--- config.mk ---
export PLATFORM = sky130hd
export DESIGN_NAME = pc_fetch_unit
export DESIGN_NICKNAME = d
export VERILOG_FILES = /design/src/rtl/pc_fetch_unit.sv
export SDC_FILE = /design/constraint.sdc
export NUM_CORES = 1
export LEC_CHECK = 0
export ABC_AREA = 1
export BUFFER_PORTS_ARGS = -buffer_cell sky130_fd_sc_hd__buf_2
export CORE_MARGIN = 5
export CORE_UTILIZATION = 40
export DETAILED_ROUTE_END_ITERATION = 7
export PLACE_DENSITY = 0.65
export SYNTH_ARGS = -nofsm -noshare
export SYNTH_HDL_FRONTEND = slang
export SYNTH_SLANG_ARGS = --single-unit
--- constraint.sdc ---
create_clock -name i_clk -period 3.7 [get_ports i_clk]
set_clock_uncertainty 0.15 [all_clocks]
set_input_delay 0.74 -clock i_clk [delete_from_list [all_inputs] [get_ports i_clk]]
set_output_delay 0.74 -clock i_clk [all_outputs]
set_load 0.005 [all_outputs]
--- src/rtl/pc_fetch_unit.sv ---
// Fetch stage for the unpipelined MIPS32 core: holds the PC, fetches over req/ack, and picks the next PC on retire.
// Optional interrupt-take support is enabled by defining PC_FETCH_IRQ_EN.
module pc_fetch_unit #(
    parameter logic [31:0] RESET_PC      = 32'h0000_0000,
    parameter logic [31:0] EXC_VECTOR    = 32'h0000_0180,
    parameter int          FETCH_TIMEOUT = 16
) (
    input  logic        i_clk,
    input  logic        i_rst_n,
    output logic        o_imem_req,
    output logic [31:0] o_imem_addr,
    input  logic        i_imem_ack,
    input  logic [31:0] i_imem_rdata,
    output logic [31:0] o_instr,
    output logic        o_instr_valid,
    output logic [31:0] o_pc,
    output logic [31:0] o_pc_plus4,
    input  logic        i_stall,
    input  logic        i_beq,
    input  logic        i_bne,
    input  logic        i_j,
    input  logic        i_jr,
    input  logic        i_eret,
    input  logic        i_zero,
    input  logic [31:0] i_jr_target,
    input  logic [31:0] i_epc,
`ifdef PC_FETCH_IRQ_EN
    input  logic        i_irq,
    output logic        o_exc_take,
    output logic [31:0] o_exc_epc,
`endif
    output logic        o_fetch_err
);

    localparam int CNT_W = $clog2(FETCH_TIMEOUT + 1);
    localparam logic [CNT_W-1:0] CNT_LAST = CNT_W'(FETCH_TIMEOUT - 1);

    typedef enum logic [1:0] {IDLE, FETCH, EXEC, ERR} state_t;

    state_t           state, state_d;
    logic [31:0]      pc, pc_d;
    logic [31:0]      instr_d;
    logic [CNT_W-1:0] cnt, cnt_d;
    logic [31:0]      pc_plus4;
    logic [31:0]      br_target;
    logic [31:0]      flow_pc;
    logic             retire;
    logic             irq_take;

    assign pc_plus4    = pc + 32'd4;
    assign br_target   = pc_plus4 + {{14{o_instr[15]}}, o_instr[15:0], 2'b00};
    assign o_pc        = pc;
    assign o_pc_plus4  = pc_plus4;
    assign o_imem_addr = pc;

`ifdef PC_FETCH_IRQ_EN
    assign irq_take = i_irq;
`else
    assign irq_take = 1'b0;
`endif

    // Architectural next PC from the decoder controls, highest priority first.
    always_comb begin
        flow_pc = pc_plus4;
        if (i_eret)
            flow_pc = i_epc;
        else if (i_jr)
            flow_pc = i_jr_target;
        else if (i_j)
            flow_pc = {pc_plus4[31:28], o_instr[25:0], 2'b00};
        else if ((i_beq && i_zero) || (i_bne && !i_zero))
            flow_pc = br_target;
    end

    // NOTE: every signal written here gets a default first so no latch is inferred.
    always_comb begin
        state_d       = state;
        pc_d          = pc;
        instr_d       = o_instr;
        cnt_d         = cnt;
        o_imem_req    = 1'b0;
        o_instr_valid = 1'b0;
        o_fetch_err   = 1'b0;
        retire        = 1'b0;
        case (state)
            IDLE: state_d = FETCH;
            FETCH: begin
                if (pc[1:0] != 2'b00) begin
                    cnt_d   = '0;
                    state_d = ERR;
                end else begin
                    o_imem_req = 1'b1;
                    if (i_imem_ack) begin
                        instr_d = i_imem_rdata;
                        cnt_d   = '0;
                        state_d = EXEC;
                    end else if (cnt == CNT_LAST) begin
                        cnt_d   = '0;
                        state_d = ERR;
                    end else begin
                        cnt_d = cnt + 1'b1;
                    end
                end
            end
            ERR: begin
                o_fetch_err = 1'b1;
                pc_d        = EXC_VECTOR;
                state_d     = FETCH;
            end
            EXEC: begin
                o_instr_valid = 1'b1;
                if (!i_stall) begin
                    retire  = 1'b1;
                    pc_d    = irq_take ? EXC_VECTOR : flow_pc;
                    state_d = FETCH;
                end
            end
            default: state_d = IDLE;
        endcase
    end

    // NOTE: sequential state uses non-blocking assignments so every register samples pre-edge values.
    always_ff @(posedge i_clk or negedge i_rst_n) begin
        if (!i_rst_n) begin
            state   <= IDLE;
            pc      <= RESET_PC;
            o_instr <= '0;
            cnt     <= '0;
        end else begin
            state   <= state_d;
            pc      <= pc_d;
            o_instr <= instr_d;
            cnt     <= cnt_d;
        end
    end

`ifdef PC_FETCH_IRQ_EN
    // EPC capture holds the PC the interrupted flow would have continued at.
    always_ff @(posedge i_clk or negedge i_rst_n) begin
        if (!i_rst_n) begin
            o_exc_take <= 1'b0;
            o_exc_epc  <= '0;
        end else begin
            o_exc_take <= retire && i_irq;
            if (retire && i_irq)
                o_exc_epc <= flow_pc;
        end
    end
`endif

endmodule

==> flow_metrics.py <==
metrics = {
    "status": {
        "status": "completed",
    },
    "worst_setup_path": {
        "worstPathRequired_ns": 3.80,
        "startpoint_type": "flip-flop",
        "critPathMaxFanout": 6,
        "worst_setup_path_end_kind": "flip-flop",
        "crit_type": "reg -> reg",
        "arrival_ns": 3.56,
        "ff2ff_path_depth": 20,
    },
    "logic_synthesis": {
        "synthSimpleGateAreaFrac": 0.414,
        "synth_fp_nets": 1366,
        "synth_seq_cells": 71,
        "synthDominantCellAreaShare": 0.248,
        "async_flop_share": 1.00,
        "synth_xor_area_frac": 0.0300,
        "synth_adder_area_share": 0.0665,
        "synth_area_um2": 7260,
        "yosysSeqAreaShare": 0.245,
        "synth_mux_area_frac": 0,
        "synth_compound_area_frac": 0.108,
        "synth_area_leader_cell": "nand2_1",
        "synth_warnings": 0,
        "synth_top_family_by_area": "simple AND/OR/NAND/NOR gates",
        "syn_area_per_cell_um2": 5.94,
        "ys_types": 45,
        "synth-main-ff-cell": "dfrtp_1",
        "synth_cells": 1222,
        "synth-edff-count": 0,
        "synth.area.top_cells": "nand2_1 25%, dfrtp_1 24%, inv_1 8.3%",
    },
    "sta": {
        "maxSlewViolCount": 0,
        "setup_viol": 0,
        "timing_hold_violations_final": 0,
        "post-route-period-util": 0.934,
        "finalSetupTns_ns": 0,
        "worst_pin_slew_ns": 0.988,
        "hold_slack_ns": 0.324,
        "fmax_mhz": 289,
        "post-route-min-period_ns": 3.46,
        "max-slew-margin-rel": 0.341,
    },
    "placed_design": {
        "dpl.hpwl_um": 25300,
        "portBuffers": 236,
        "place.gp.congestion": 1.04,
    },
    "clock_tree": {
        "cts_root_buf": "clkbuf_16",
        "clock_path_buffers": 2,
        "cts_tree": "done",
        "htree_levels": 3,
        "cts_buffers": 9,
        "clock_sinks": 71,
        "postCtsSetupRepairBufs": 0,
        "path_clk_slew_ns": 0.07,
        "clock_latency_ns": 0.36,
    },
    "die": {
        "io_pins": 237,
        "fp-row-count": 49,
        "start_util": 0.406,
        "core_region_area_um2": 17900,
        "fp.dieArea_um2": 21000,
        "die_w_um": 145,
        "die_h_um": 145,
    },
    "global_routing": {
        "grt_max_degree": 72,
        "grt_pass1_vias": 8155,
        "grt_pass1_wl_um": 45800,
        "grt_util_all_layers": 0.289,
        "grt_antenna_before_repair": 1,
        "overflow": 0,
    },
    "power": {
        "power.density_nw_per_um2": 685,
        "ir_drop_uv": 390,
        "p_leak_nw": 5.44,
        "p_total_w": 0.00616,
    },
    "drt": {
        "ant_nets": 0,
        "drc": 0,
        "vias": 8574,
        "drt_iter0_markers": 682,
        "viasPerCell": 5.11,
        "detail_route.wl_per_cell_um": 18.2,
        "wl_um": 30500,
        "dr.pass1.iters": 7,
    },
    "final_layout": {
        "final_util": 0.502,
        "final_cell_mix": "477 x nand2_1, 235 x buf_2, 161 x inv_1",
        "syn2layout_area_growth_pct": 23.8,
        "final_common_cell": "nand2_1",
        "nets": 1588,
        "drive_above_1_share": 0.235,
        "antenna_cells": 0,
    },
    "worst_hold_path": {
        "hold_path_class": "in -> async",
    },
    "run": {
        "cap_violations": 0,
    },
}
## sequential cells by signal, indices dropped and copies added, names as in the netlist
signal,flops
state,2
o_instr,32
cnt,5
o_imem_addr,32
## kinds of logic after synthesis
family | after synthesis
AND/OR/NAND/NOR | 724
buffers and inverters | 229
AO/OA/AOI/OAI | 136
flip-flops | 71
adder cells (fa/ha/maj) | 38
XOR/XNOR | 24
## report_power, final
group          leakage, nW  switching (W)  internal, W
logic                 4.39        0.00234      0.00140
clock network        0.135       0.000424     0.000468
registers            0.909       0.000452      0.00107
total                 5.44        0.00322      0.00294
## final cells by class
cell class                 instances  area, um2
fill                            1953       8910
clock buffer                       9        225
clock inverter                     7       61.3
sequential                        71       1780
multi-input combinational        922       4560
timing repair buffer             270       1440
inverter                         170        638
tap                              229        287
## path summary, 6_finish.rpt
path	start	endpoint	slack (ns)
min reg2reg	o_instr[30]$_DFFE_PN0P_	o_instr[30]$_DFFE_PN0P_	0.33
max	o_imem_addr[9]$_DFFE_PN0P_	o_imem_addr[29]$_DFFE_PN0P_	0.24
max in group asynchronous	i_rst_n	o_imem_addr[4]$_DFFE_PN0P_	2.31
min in group i_clk	o_instr[30]$_DFFE_PN0P_	o_instr[30]$_DFFE_PN0P_	0.33
max reg2reg	o_imem_addr[9]$_DFFE_PN0P_	o_imem_addr[29]$_DFFE_PN0P_	0.24
min	i_rst_n	o_imem_addr[31]$_DFFE_PN0P_	0.32
## timing repair
item	in CTS	in global routing
endpoints found under the hold margin	0	0
setup endpoints to repair	0	22
hold buffers	0	0
resized for setup	0	21
## critical path, stage by stage (launching register included)
cell and delay [ns]:
dfrtp_1 0.48, nand2_1 0.16, nor2_2 0.28, nand2_1 0.14, nor2_1 0.14, nand3_1 0.09
nand2_1 0.13, inv_1 0.10, ha_1 0.40, nand2_1 0.10, buf_4 0.16, nor2_1 0.13
nand2_1 0.11, nor3_1 0.14, nand2_1 0.13, nand3_1 0.11, nand3_1 0.11, nand2_1 0.08
nand2_1 0.08, nand2_1 0.07, nand2_1 0.05
## per-stage QoR
stage / std cells / area, um2 / setup slack (ns)
detailed placement: 1662 / 8630 / 0.0868
global route: 1678 / 8990 / -0.00429
finish: 1678 / 8990 / 0.244
CTS: 1678 / 8920 / 0.0606
global placement: 1662 / 8630 / 0.220
floorplan: 1222 / 7260 / 0.655
## cells in the mapped netlist (all sizes together) (4+ instances only)
| cell | instances |
|---|---|
| ha | 37 |
| inv | 166 |
| nor2 | 129 |
| o211ai | 6 |
| clkbuf | 18 |
| nand4 | 8 |
| xnor2 | 6 |
| nand3 | 74 |
| or2 | 5 |
| o22ai | 8 |
| nor3 | 13 |
| dfrtp | 71 |
| nand3b | 5 |
| o221a | 5 |
| xor2 | 18 |
| clkinv | 4 |
| a21oi | 60 |
| o21ai | 38 |
| buf | 41 |
| nand2 | 485 |
| o21bai | 7 |
## routing by layer
metal	GRT usage	vias up	wire [um]
met1	0.378	3878	13000
met5	0	-	0
met4	0.121	0	1250
met3	0.0677	68	2630
met2	0.459	379	13600
li1	-	4249	-
(Power assumes the default switching activity.)
